File: src/rtl/uart_tx_fifo_param_if.sv
// rtl/uart_tx_fifo_param_if.sv - host write / serial status bundle for the FIFO-fed UART transmitter
interface uart_tx_fifo_param_if #(
  parameter int DATA_BITS  = 8,
  parameter int FIFO_DEPTH = 16
);
  localparam int CNT_W = $clog2(FIFO_DEPTH) + 1;

  logic                 wr_en;
  logic [DATA_BITS-1:0] data_in;
  logic                 start_transmit;
  logic [1:0]           parity_mode;
  logic                 tx;
  logic                 busy;
  logic                 full;
  logic                 empty;
  logic [CNT_W-1:0]     fifo_count;
  logic                 overflow;

  modport master (
    output wr_en, data_in, start_transmit, parity_mode,
    input  tx, busy, full, empty, fifo_count, overflow
  );

  modport slave (
    input  wr_en, data_in, start_transmit, parity_mode,
    output tx, busy, full, empty, fifo_count, overflow
  );
endinterface

File: src/rtl/uart_tx_fifo_param.sv
// rtl/uart_tx_fifo_param.sv - UART transmitter with integrated transmit FIFO
module uart_tx_fifo_param #(
  parameter int DATA_BITS    = 8,
  parameter int FIFO_DEPTH   = 16,
  parameter int CLKS_PER_BIT = 16,
  parameter int STOP_BITS    = 1
) (
  input logic clk,
  input logic reset_n,
  uart_tx_fifo_param_if.slave bus
);
  localparam int PTR_W = $clog2(FIFO_DEPTH);
  localparam int CNT_W = PTR_W + 1;
  localparam int BIT_W = $clog2(CLKS_PER_BIT);
  localparam int IDX_W = $clog2(DATA_BITS);
  localparam logic [BIT_W-1:0] BIT_LAST  = BIT_W'(CLKS_PER_BIT - 1);
  localparam logic [IDX_W-1:0] DATA_LAST = IDX_W'(DATA_BITS - 1);
  localparam logic [IDX_W-1:0] STOP_LAST = IDX_W'(STOP_BITS - 1);
  localparam logic [CNT_W-1:0] DEPTH_C   = CNT_W'(FIFO_DEPTH);

  typedef enum logic [2:0] {S_IDLE, S_START, S_DATA, S_PARITY, S_STOP} state_t;

  logic [DATA_BITS-1:0] mem_q [FIFO_DEPTH];
  logic [PTR_W-1:0]     wr_ptr_q, rd_ptr_q;
  logic [CNT_W-1:0]     count_q, count_d;
  logic                 full_q, empty_q, overflow_q;

  state_t               state_q;
  logic [BIT_W-1:0]     bit_cnt_q;
  logic [IDX_W-1:0]     idx_q;
  logic [DATA_BITS-1:0] shift_q;
  logic                 par_en_q, par_bit_q;
  logic                 tx_q, busy_q;

  logic                 push, pop, bit_end, stop_end;
  logic [DATA_BITS-1:0] head;

  // full/empty are the registered pre-edge flags, so a write while full is
  // dropped even when a pop frees a slot in the same cycle
  assign head     = mem_q[rd_ptr_q];
  assign bit_end  = (bit_cnt_q == BIT_LAST);
  assign stop_end = (state_q == S_STOP) && bit_end && (idx_q == STOP_LAST);
  assign push     = bus.wr_en & ~full_q;
  assign pop      = bus.start_transmit & ~empty_q & ((state_q == S_IDLE) | stop_end);

  // Next occupancy from this cycle's push/pop pair
  always_comb begin
    count_d = count_q;
    if (push && !pop)      count_d = count_q + CNT_W'(1);
    else if (pop && !push) count_d = count_q - CNT_W'(1);
  end

  // FIFO storage; pointer reset alone discards anything written here
  always_ff @(posedge clk) begin
    if (reset_n && push) mem_q[wr_ptr_q] <= bus.data_in;
  end

  // FIFO pointers, occupancy and registered flags
  always_ff @(posedge clk) begin
    if (!reset_n) begin
      wr_ptr_q   <= '0;
      rd_ptr_q   <= '0;
      count_q    <= '0;
      full_q     <= 1'b0;
      empty_q    <= 1'b1;
      overflow_q <= 1'b0;
    end else begin
      if (push) wr_ptr_q <= wr_ptr_q + PTR_W'(1);
      if (pop)  rd_ptr_q <= rd_ptr_q + PTR_W'(1);
      count_q    <= count_d;
      full_q     <= (count_d == DEPTH_C);
      empty_q    <= (count_d == '0);
      overflow_q <= bus.wr_en & full_q;
    end
  end

  // Serialiser FSM; a pop can only happen in IDLE or on the last stop cycle,
  // so it is handled ahead of the per-state timing
  always_ff @(posedge clk) begin
    if (!reset_n) begin
      state_q   <= S_IDLE;
      bit_cnt_q <= '0;
      idx_q     <= '0;
      shift_q   <= '0;
      par_en_q  <= 1'b0;
      par_bit_q <= 1'b0;
      tx_q      <= 1'b1;
      busy_q    <= 1'b0;
    end else if (pop) begin
      state_q   <= S_START;
      bit_cnt_q <= '0;
      idx_q     <= '0;
      shift_q   <= head;
      par_en_q  <= (bus.parity_mode == 2'd1) || (bus.parity_mode == 2'd2);
      par_bit_q <= (^head) ^ (bus.parity_mode == 2'd2);
      tx_q      <= 1'b0;
      busy_q    <= 1'b1;
    end else begin
      case (state_q)
        S_IDLE: begin
          tx_q   <= 1'b1;
          busy_q <= 1'b0;
        end
        S_START: begin
          if (bit_end) begin
            bit_cnt_q <= '0;
            idx_q     <= '0;
            state_q   <= S_DATA;
            tx_q      <= shift_q[0];
          end else begin
            bit_cnt_q <= bit_cnt_q + BIT_W'(1);
          end
        end
        S_DATA: begin
          if (bit_end) begin
            bit_cnt_q <= '0;
            shift_q   <= shift_q >> 1;
            if (idx_q == DATA_LAST) begin
              idx_q <= '0;
              if (par_en_q) begin
                state_q <= S_PARITY;
                tx_q    <= par_bit_q;
              end else begin
                state_q <= S_STOP;
                tx_q    <= 1'b1;
              end
            end else begin
              idx_q <= idx_q + IDX_W'(1);
              tx_q  <= shift_q[1];
            end
          end else begin
            bit_cnt_q <= bit_cnt_q + BIT_W'(1);
          end
        end
        S_PARITY: begin
          if (bit_end) begin
            bit_cnt_q <= '0;
            idx_q     <= '0;
            state_q   <= S_STOP;
            tx_q      <= 1'b1;
          end else begin
            bit_cnt_q <= bit_cnt_q + BIT_W'(1);
          end
        end
        S_STOP: begin
          if (bit_end) begin
            bit_cnt_q <= '0;
            if (idx_q == STOP_LAST) begin
              state_q <= S_IDLE;
              busy_q  <= 1'b0;
              tx_q    <= 1'b1;
            end else begin
              idx_q <= idx_q + IDX_W'(1);
            end
          end else begin
            bit_cnt_q <= bit_cnt_q + BIT_W'(1);
          end
        end
        default: begin
          state_q <= S_IDLE;
          tx_q    <= 1'b1;
          busy_q  <= 1'b0;
        end
      endcase
    end
  end

  assign bus.tx         = tx_q;
  assign bus.busy       = busy_q;
  assign bus.full       = full_q;
  assign bus.empty      = empty_q;
  assign bus.fifo_count = count_q;
  assign bus.overflow   = overflow_q;
endmodule

File: src/flat_wrapper.sv
// flat-port wrapper written by rule: the top's interface ports become plain ports
module uart_tx_fifo_param_flat 
#(
  parameter int DATA_BITS    = 8,
  parameter int FIFO_DEPTH   = 16,
  parameter int CLKS_PER_BIT = 16,
  parameter int STOP_BITS    = 1
)
  (clk, reset_n, bus_wr_en, bus_data_in, bus_start_transmit, bus_parity_mode, bus_tx, bus_busy, bus_full, bus_empty, bus_fifo_count, bus_overflow);
  uart_tx_fifo_param_if #(.DATA_BITS(DATA_BITS), .FIFO_DEPTH(FIFO_DEPTH)) bus_i ();
  input logic clk;
  input logic reset_n;
  input wire logic [$bits(bus_i.wr_en)-1:0] bus_wr_en;
  input wire logic [$bits(bus_i.data_in)-1:0] bus_data_in;
  input wire logic [$bits(bus_i.start_transmit)-1:0] bus_start_transmit;
  input wire logic [$bits(bus_i.parity_mode)-1:0] bus_parity_mode;
  output wire logic [$bits(bus_i.tx)-1:0] bus_tx;
  output wire logic [$bits(bus_i.busy)-1:0] bus_busy;
  output wire logic [$bits(bus_i.full)-1:0] bus_full;
  output wire logic [$bits(bus_i.empty)-1:0] bus_empty;
  output wire logic [$bits(bus_i.fifo_count)-1:0] bus_fifo_count;
  output wire logic [$bits(bus_i.overflow)-1:0] bus_overflow;
  assign bus_i.wr_en = bus_wr_en;
  assign bus_i.data_in = bus_data_in;
  assign bus_i.start_transmit = bus_start_transmit;
  assign bus_i.parity_mode = bus_parity_mode;
  assign bus_tx = bus_i.tx;
  assign bus_busy = bus_i.busy;
  assign bus_full = bus_i.full;
  assign bus_empty = bus_i.empty;
  assign bus_fifo_count = bus_i.fifo_count;
  assign bus_overflow = bus_i.overflow;
  uart_tx_fifo_param #(.DATA_BITS(DATA_BITS), .FIFO_DEPTH(FIFO_DEPTH), .CLKS_PER_BIT(CLKS_PER_BIT), .STOP_BITS(STOP_BITS)) u_core (.clk(clk), .reset_n(reset_n), .bus(bus_i));
endmodule
File: config.mk
export PLATFORM = sky130hd
export DESIGN_NAME = uart_tx_fifo_param_flat
export DESIGN_NICKNAME = d
export VERILOG_FILES = /design/src/rtl/uart_tx_fifo_param_if.sv /design/src/rtl/uart_tx_fifo_param.sv /design/src/flat_wrapper.sv
export SDC_FILE = /design/constraint.sdc
export NUM_CORES = 1
export LEC_CHECK = 0
export CORE_AREA = 3 3 141 177
export CTS_CLUSTER_SIZE = 14
export DETAILED_ROUTE_END_ITERATION = 10
export DIE_AREA = 0 0 144 180
export MAX_ROUTING_LAYER = met4
export PLACE_DENSITY_LB_ADDON = 0.2
export SYNTH_ARGS = -nofsm -noshare
export SYNTH_HDL_FRONTEND = slang
export SYNTH_SLANG_ARGS = --single-unit
File: constraint.sdc
create_clock -name clk -period 5.8 [get_ports clk]
set_input_delay 1.16 -clock clk [delete_from_list [all_inputs] [get_ports clk]]
set_output_delay 1.16 -clock clk [all_outputs]
set_load 0.1 [all_outputs]
After elaboration in Yosys (flattened, before gate mapping). Memories as Yosys holds them, arrays and structs flattened. A register that Yosys moved wholly into a read port is not among the register bits. Cells that the tools add are included.

Bits of input ports: 14. Flip-flop bits (word level): 38. Memories: 1. Output and inout port bits: 10. Word-level logic and storage cells: 120. RAM bits: 128.

Memories: u_core.mem_q (depth 16, width 8, rd ports 1, clocked after memory_dff 1, wr ports 1, RTL line uart_tx_fifo_param.sv:23) `logic [DATA_BITS-1:0] mem_q [FIFO_DEPTH];`.

Mux-type cells: 38. Eq/ne operators: 25. Add/sub/neg operators: 6. Bitwise operators: 10. Reduce and logical (&&, ||, !) cells: 25.

Operator list (count): $mux 3 (12); $mux 8 (3); $ne 2x1->1 const B (8); $ne 3x1->1 const B (5); $pmux 3 s5 (1); $mux 1 (14); $reduce_and 7->1 (2); $add 4x1->4 const B (3); $mux 4 (3); $mux 5 (2); $reduce_and 5->1 (2); $pmux 3 s3 (1); $reduce_xor 8->1 (1); $eq 3x2->1 const B (2); $eq 3x3->1 const B (2); $logic_not 3->1 (2); $add 5x1->5 const B (1); $eq 5x5->1 const B (1); $logic_and 1x1->1 (5); $logic_not 5->1 (1); $sub 5x1->5 const B (1); $and 1x1->1 (4); $eq 4x4->1 const B (1); $ne 2x2->1 const B (2); other kinds (19) (25).

Depth between registers and ports, before layout.
Depth after elaboration: 9. Gate-level depth with buffers: 10. Gate-level depth less buffers: 9.

Worst setup path before layout. No wires, ideal clock.

Path kind: input to register. Start point: in bus_wr_en. End point: mem u_core.mem_q[2][0] (enable). Data required time: 5.417 ns. Path buffers: 1. Stages on the path: 4. Arrival time: 2.459 ns. Setup time: 0.383 ns. Slack: 2.958 ns. Path through: nor2b_1 clkbuf_1 nand3_1 nor3_1.

Longest elaborated chain between the ends: 4.

Ends and longest elaborated chain: from (decl) (RTL line flat_wrapper.sv:13) `input wire logic [$bits(bus_i.wr_en)-1:0] bus_wr_en;`; $and 1x1->1 (RTL line uart_tx_fifo_param.sv:43) `assign push = bus.wr_en & ~full_q;`; $logic_and 1x1->1 (RTL line uart_tx_fifo_param.sv:55) `if (reset_n && push) mem_q[wr_ptr_q] <= bus.data_in;`; $mux 1 (RTL line uart_tx_fifo_param.sv:55); $mux 1 (not written as such) (RTL line uart_tx_fifo_param.sv:55); to (decl) (RTL line uart_tx_fifo_param.sv:23).

Every way passes these cells.

Final worst setup path.
Start point: in bus_start_transmit. End point: reg u_core.empty_q, in the netlist u_core.bus.empty.

Longest elaborated chain between the ends: 6. Elaborated cells on any way between the ends: 8. Those cells by class: 2 x mux; 2 x bitwise; 4 x reduce/logical.

Ends and longest elaborated chain: from (decl) (RTL line flat_wrapper.sv:15) `input wire logic [$bits(bus_i.start_transmit)-1:0] bus_start_transmit;`; $and 1x1->1 * (2 in series) (RTL line uart_tx_fifo_param.sv:44) `assign pop = bus.start_transmit & ~empty_q & ((state_q == S_IDLE) | stop_end);`; $logic_and 1x1->1 / $logic_not 1->1 (equally long branches) (RTL line uart_tx_fifo_param.sv:50, uart_tx_fifo_param.sv:49); $mux 5 / $logic_and 1x1->1 (equally long branches) (RTL line uart_tx_fifo_param.sv:50, uart_tx_fifo_param.sv:49); $mux 5 * (RTL line uart_tx_fifo_param.sv:49) `if (push && !pop) count_d = count_q + CNT_W'(1);`; $logic_not 5->1 * (RTL line uart_tx_fifo_param.sv:72) `empty_q <= (count_d == '0);`; to (signal assigned) (RTL line uart_tx_fifo_param.sv:72); to (decl) (RTL line uart_tx_fifo_param.sv:26) `logic full_q, empty_q, overflow_q;`.

Every way passes the cells marked *; elsewhere a longest branch is shown, timed or not. A chain may end at the register's enable or synchronous reset.

==> metrics.csv <==
stage,metric,value,unit
synth,Syn. warnings,0,
clocking,Clock Pin Slew Worst Setup and Hold Paths,0.07,ns
final_layout,"commonest non-fill, non-tap cell in the layout",edfxtp_1,
hold_path,hold path depth,2,
synth,"Top FF cell, synth",edfxtp_1,
synth,Synth Net Count,486,
clocking,CTS Buffer Depth,2,
power,Comb pwr share,13.9,%
synth,"Async S/R FF share, synth",0,%
clocking,worst-skew pair later-pin latency,0.42,ns
floorplan,row count,63,
sta,Slew Limit Headroom,14.18,%
synth,post-synthesis cell count,460,
sta,fin crit period,3.242,ns
floorplan,Die ar.,25920,um^2
global_route,all-layer global routing usage,12.51,%
synth,post-synthesis cell type count,45,
sta,Tcrit/Tclk final,55.89,%
sta,Setup-failing EPs final,0,
synth,sequential area share after synthesis,66.88,%
route,number of nets still failing antenna checks after routing,0,
clocking,# Post-CTS Setup Buffers,0,
clocking,CTS HTree Levels,4,
power,register share of total power,46.7,%
sta,final max-slew violation count,0,
power,total leakage power,2.598,nW
clocking,total CTS buffers,17,
final_layout,FILL cells,2235,
final_layout,antenna diode count,0,
critical_path,WP data required,6.11,ns
sta,hold slack,0.4907,ns
final_layout,multi-input logic area,2142,um^2
final_layout,"commonest cells after routing, fill and taps aside","edfxtp_1 (128), nand2_1 (41), dfxtp_1 (41)",
place,DPL Wire Length,9927,um
final_layout,Final #Nets,511,
critical_path,Crit Path Category,in -> reg,
final_layout,FF/Latch Area,4686,um^2
global_route,initial antenna violation count,0,
power,power per cell area,364.3,nW/um^2
critical_path,Worst Reg-to-Reg Cells,7,
floorplan,Chip Height,180,um
route,Residual DRC,0,
clocking,hold buffer count at CTS,0,
sta,Final Skew,0.01257,ns
route,WL final,15140,um
synth,Synth Area per Inst,15.23,um^2
power,Sw Share,26.91,%
place,Buffers on Ports,23,
power,Int Pwr,2.161,mW
critical_path,Critical Path Start Type,input port,
global_route,largest net degree at the start of global routing,33,
synth,number of synthesized flops with an enable pin,128,
global_route,number of global-route vias before repair,3926,
run_status,outcome,"complete, no violations",
sta,TNS Setup,0,ns
critical_path,critical path capture point type,register,
final_layout,Area Overhead vs Synth,15.86,%
critical_path,crit path DAT,3.55,ns
clocking,Root Driver,clkbuf_16,
sta,Max Freq,308.5,MHz
final_layout,share of layout cells above drive strength 1,15.69,%
critical_path,CP Max Fanout,24,
route,routed vias,3839,
clocking,clock sink count,170,
clocking,quantity of gates resized following cts,0,
route,DRT iter0 DRCs,244,
floorplan,IO Pins,24,
global_route,grt ovf,0,
global_route,first-pass GRT wire length,23180,um
sta,RSZ-0062 raised after global routing,no,
sta,Tightest Pin Transition,1.278,ns
floorplan,die extent in x,144,um
hold_path,HP Class,reg -> reg,
synth,Seq cells post-synth,170,
power,NetSw,0.7956,mW
route,routed length per placed instance,19.19,um
route,router iterations before antenna repair,4,
power,Clock power frac,39.4,%
clocking,CTS tree,built,
floorplan,core area,23570,um^2
route,via-per-instance ratio,4.866,
power,peak supply drop,0.0001941,V
floorplan,Starting Density,29.72,%
place,Final GP Congestion,0.8015,
run,max-cap viol count,0,
synth,mapped cell area,7004,um^2
sta,Hold Fails Final Rpt,0,
## Yosys cell counts, drive strengths merged (2+ instances only)
cell / instances / area (um^2)
dfxtp: 42 / 840.8
ha: 12 / 150.1
xnor2: 12 / 120.1
or3: 3 / 18.77
inv: 13 / 48.80
and3: 6 / 37.54
nand3: 17 / 90.09
mux4: 36 / 810.8
nand2: 41 / 153.9
and2: 6 / 37.54
nor4b: 3 / 26.28
o211a: 2 / 20.02
a22oi: 6 / 45.04
a31oi: 2 / 12.51
nor3: 7 / 35.03
nand3b: 2 / 15.01
o21ai: 8 / 40.04
nor2b: 6 / 37.54
buf: 10 / 80.07
nand2b: 4 / 25.02
a21oi: 16 / 80.08
a311oi: 6 / 52.55
clkbuf: 13 / 48.80
nor2: 36 / 135.1
o21a: 2 / 15.01
edfxtp: 128 / 3844
xor2: 4 / 35.03
mux2i: 2 / 20.02
o211ai: 2 / 15.01
nand4: 4 / 25.02
## cell families (layout without fill, tap and decap cells)
kind of cell,after synthesis,in the layout,synth area share [%]
and+or+nand+nor,137,137,9.307
buffers and inverters,36,73,2.537
DFF,170,170,66.88
muxes,38,38,11.86
AOI/OAI and AO/OA,50,50,4.734
adders and majority gates,12,12,2.144
xor gates and xnor gates,17,17,2.536
## power groups by stage
stage / Sequential (mW) / Clock, mW / Combinational, mW
finish: 1.38 / 1.16 / 0.410
global route: 1.39 / 1.25 / 0.446
CTS: 1.38 / 1.20 / 0.418
detailed placement: 1.41 / 0 / 0.416
global placement: 1.41 / 0 / 0.412
floorplan: 1.47 / 0 / 0.257
## worst max-delay path, stage by stage
cell and delay, ns:
clkdlybuf4s50_1 0.45, nor4b_1 0.35, and2_1 0.75, nor4_1 0.11
a31oi_1 0.22, xnor2_1 0.13, o41ai_1 0.37
## path summary, 6_finish.rpt
check	start	end	slack, ns
max	bus_start_transmit	u_core.bus.empty$_SDFF_PN1_	2.56
min reg2reg	u_core.idx_q[1]$_SDFFE_PP0P_	u_core.idx_q[1]$_SDFFE_PP0P_	0.49
min	u_core.idx_q[1]$_SDFFE_PP0P_	u_core.idx_q[1]$_SDFFE_PP0P_	0.49
max reg2reg	register	u_core.par_bit_q$_SDFFE_PN0N_	2.79
## registers in the layout, summed over array words and instances, names as in the netlist, named ones only
name and cells:
u_core.bus.empty 1, u_core.bus.busy 1, u_core.par_en_q 1, u_core.bus.full 1
u_core.mem_q 128, u_core.bus.fifo_count 5, u_core.state_q 3, u_core.shift_q 8
u_core.idx_q 3, u_core.par_bit_q 1, u_core.rd_ptr_q 4, u_core.bus.tx 1
u_core.bit_cnt_q 4, u_core.wr_ptr_q 4, u_core.bus.overflow 1
## through the flow
stage / std cells / worst slack [ns] / area, um^2 / utilization, % / power (mW)
6_report: 789 / 2.559 / 8115 / 34.43 / 2.956
2_1_floorplan: 460 / 2.958 / 7004 / - / 1.723
4_1_cts: 787 / 2.529 / 8103 / 34.38 / 2.996
5_1_grt: 789 / 2.313 / 8115 / 34.43 / 3.085
3_3_place_gp: 756 / 2.191 / 7502 / 31.83 / 1.820
3_5_place_dp: 756 / 2.148 / 7502 / 31.83 / 1.825
## area by class of cell
type / instances / share of cell area [%]
Clock buffer: 17 / 5.242
Clock inverter: 14 / 2.158
Inverter: 13 / 0.6013
Multi-Input combinational cell: 254 / 26.40
Sequential cell: 170 / 57.74
Tap cell: 292 / 4.502
Timing Repair Buffer: 29 / 3.361
## metal layers
layer  share of wire, %  track usage [%]  routed length [um]  vias to the layer above
li1                   -                -                   -                     1804
met5                  0                -                   0                        -
met2                 54            21.17                8250                       65
met1                 41            14.93                6159                     1957
met3                3.1            2.501                 474                       13
met4                1.7            3.919                 257                        0
(Power assumes the default switching activity.)
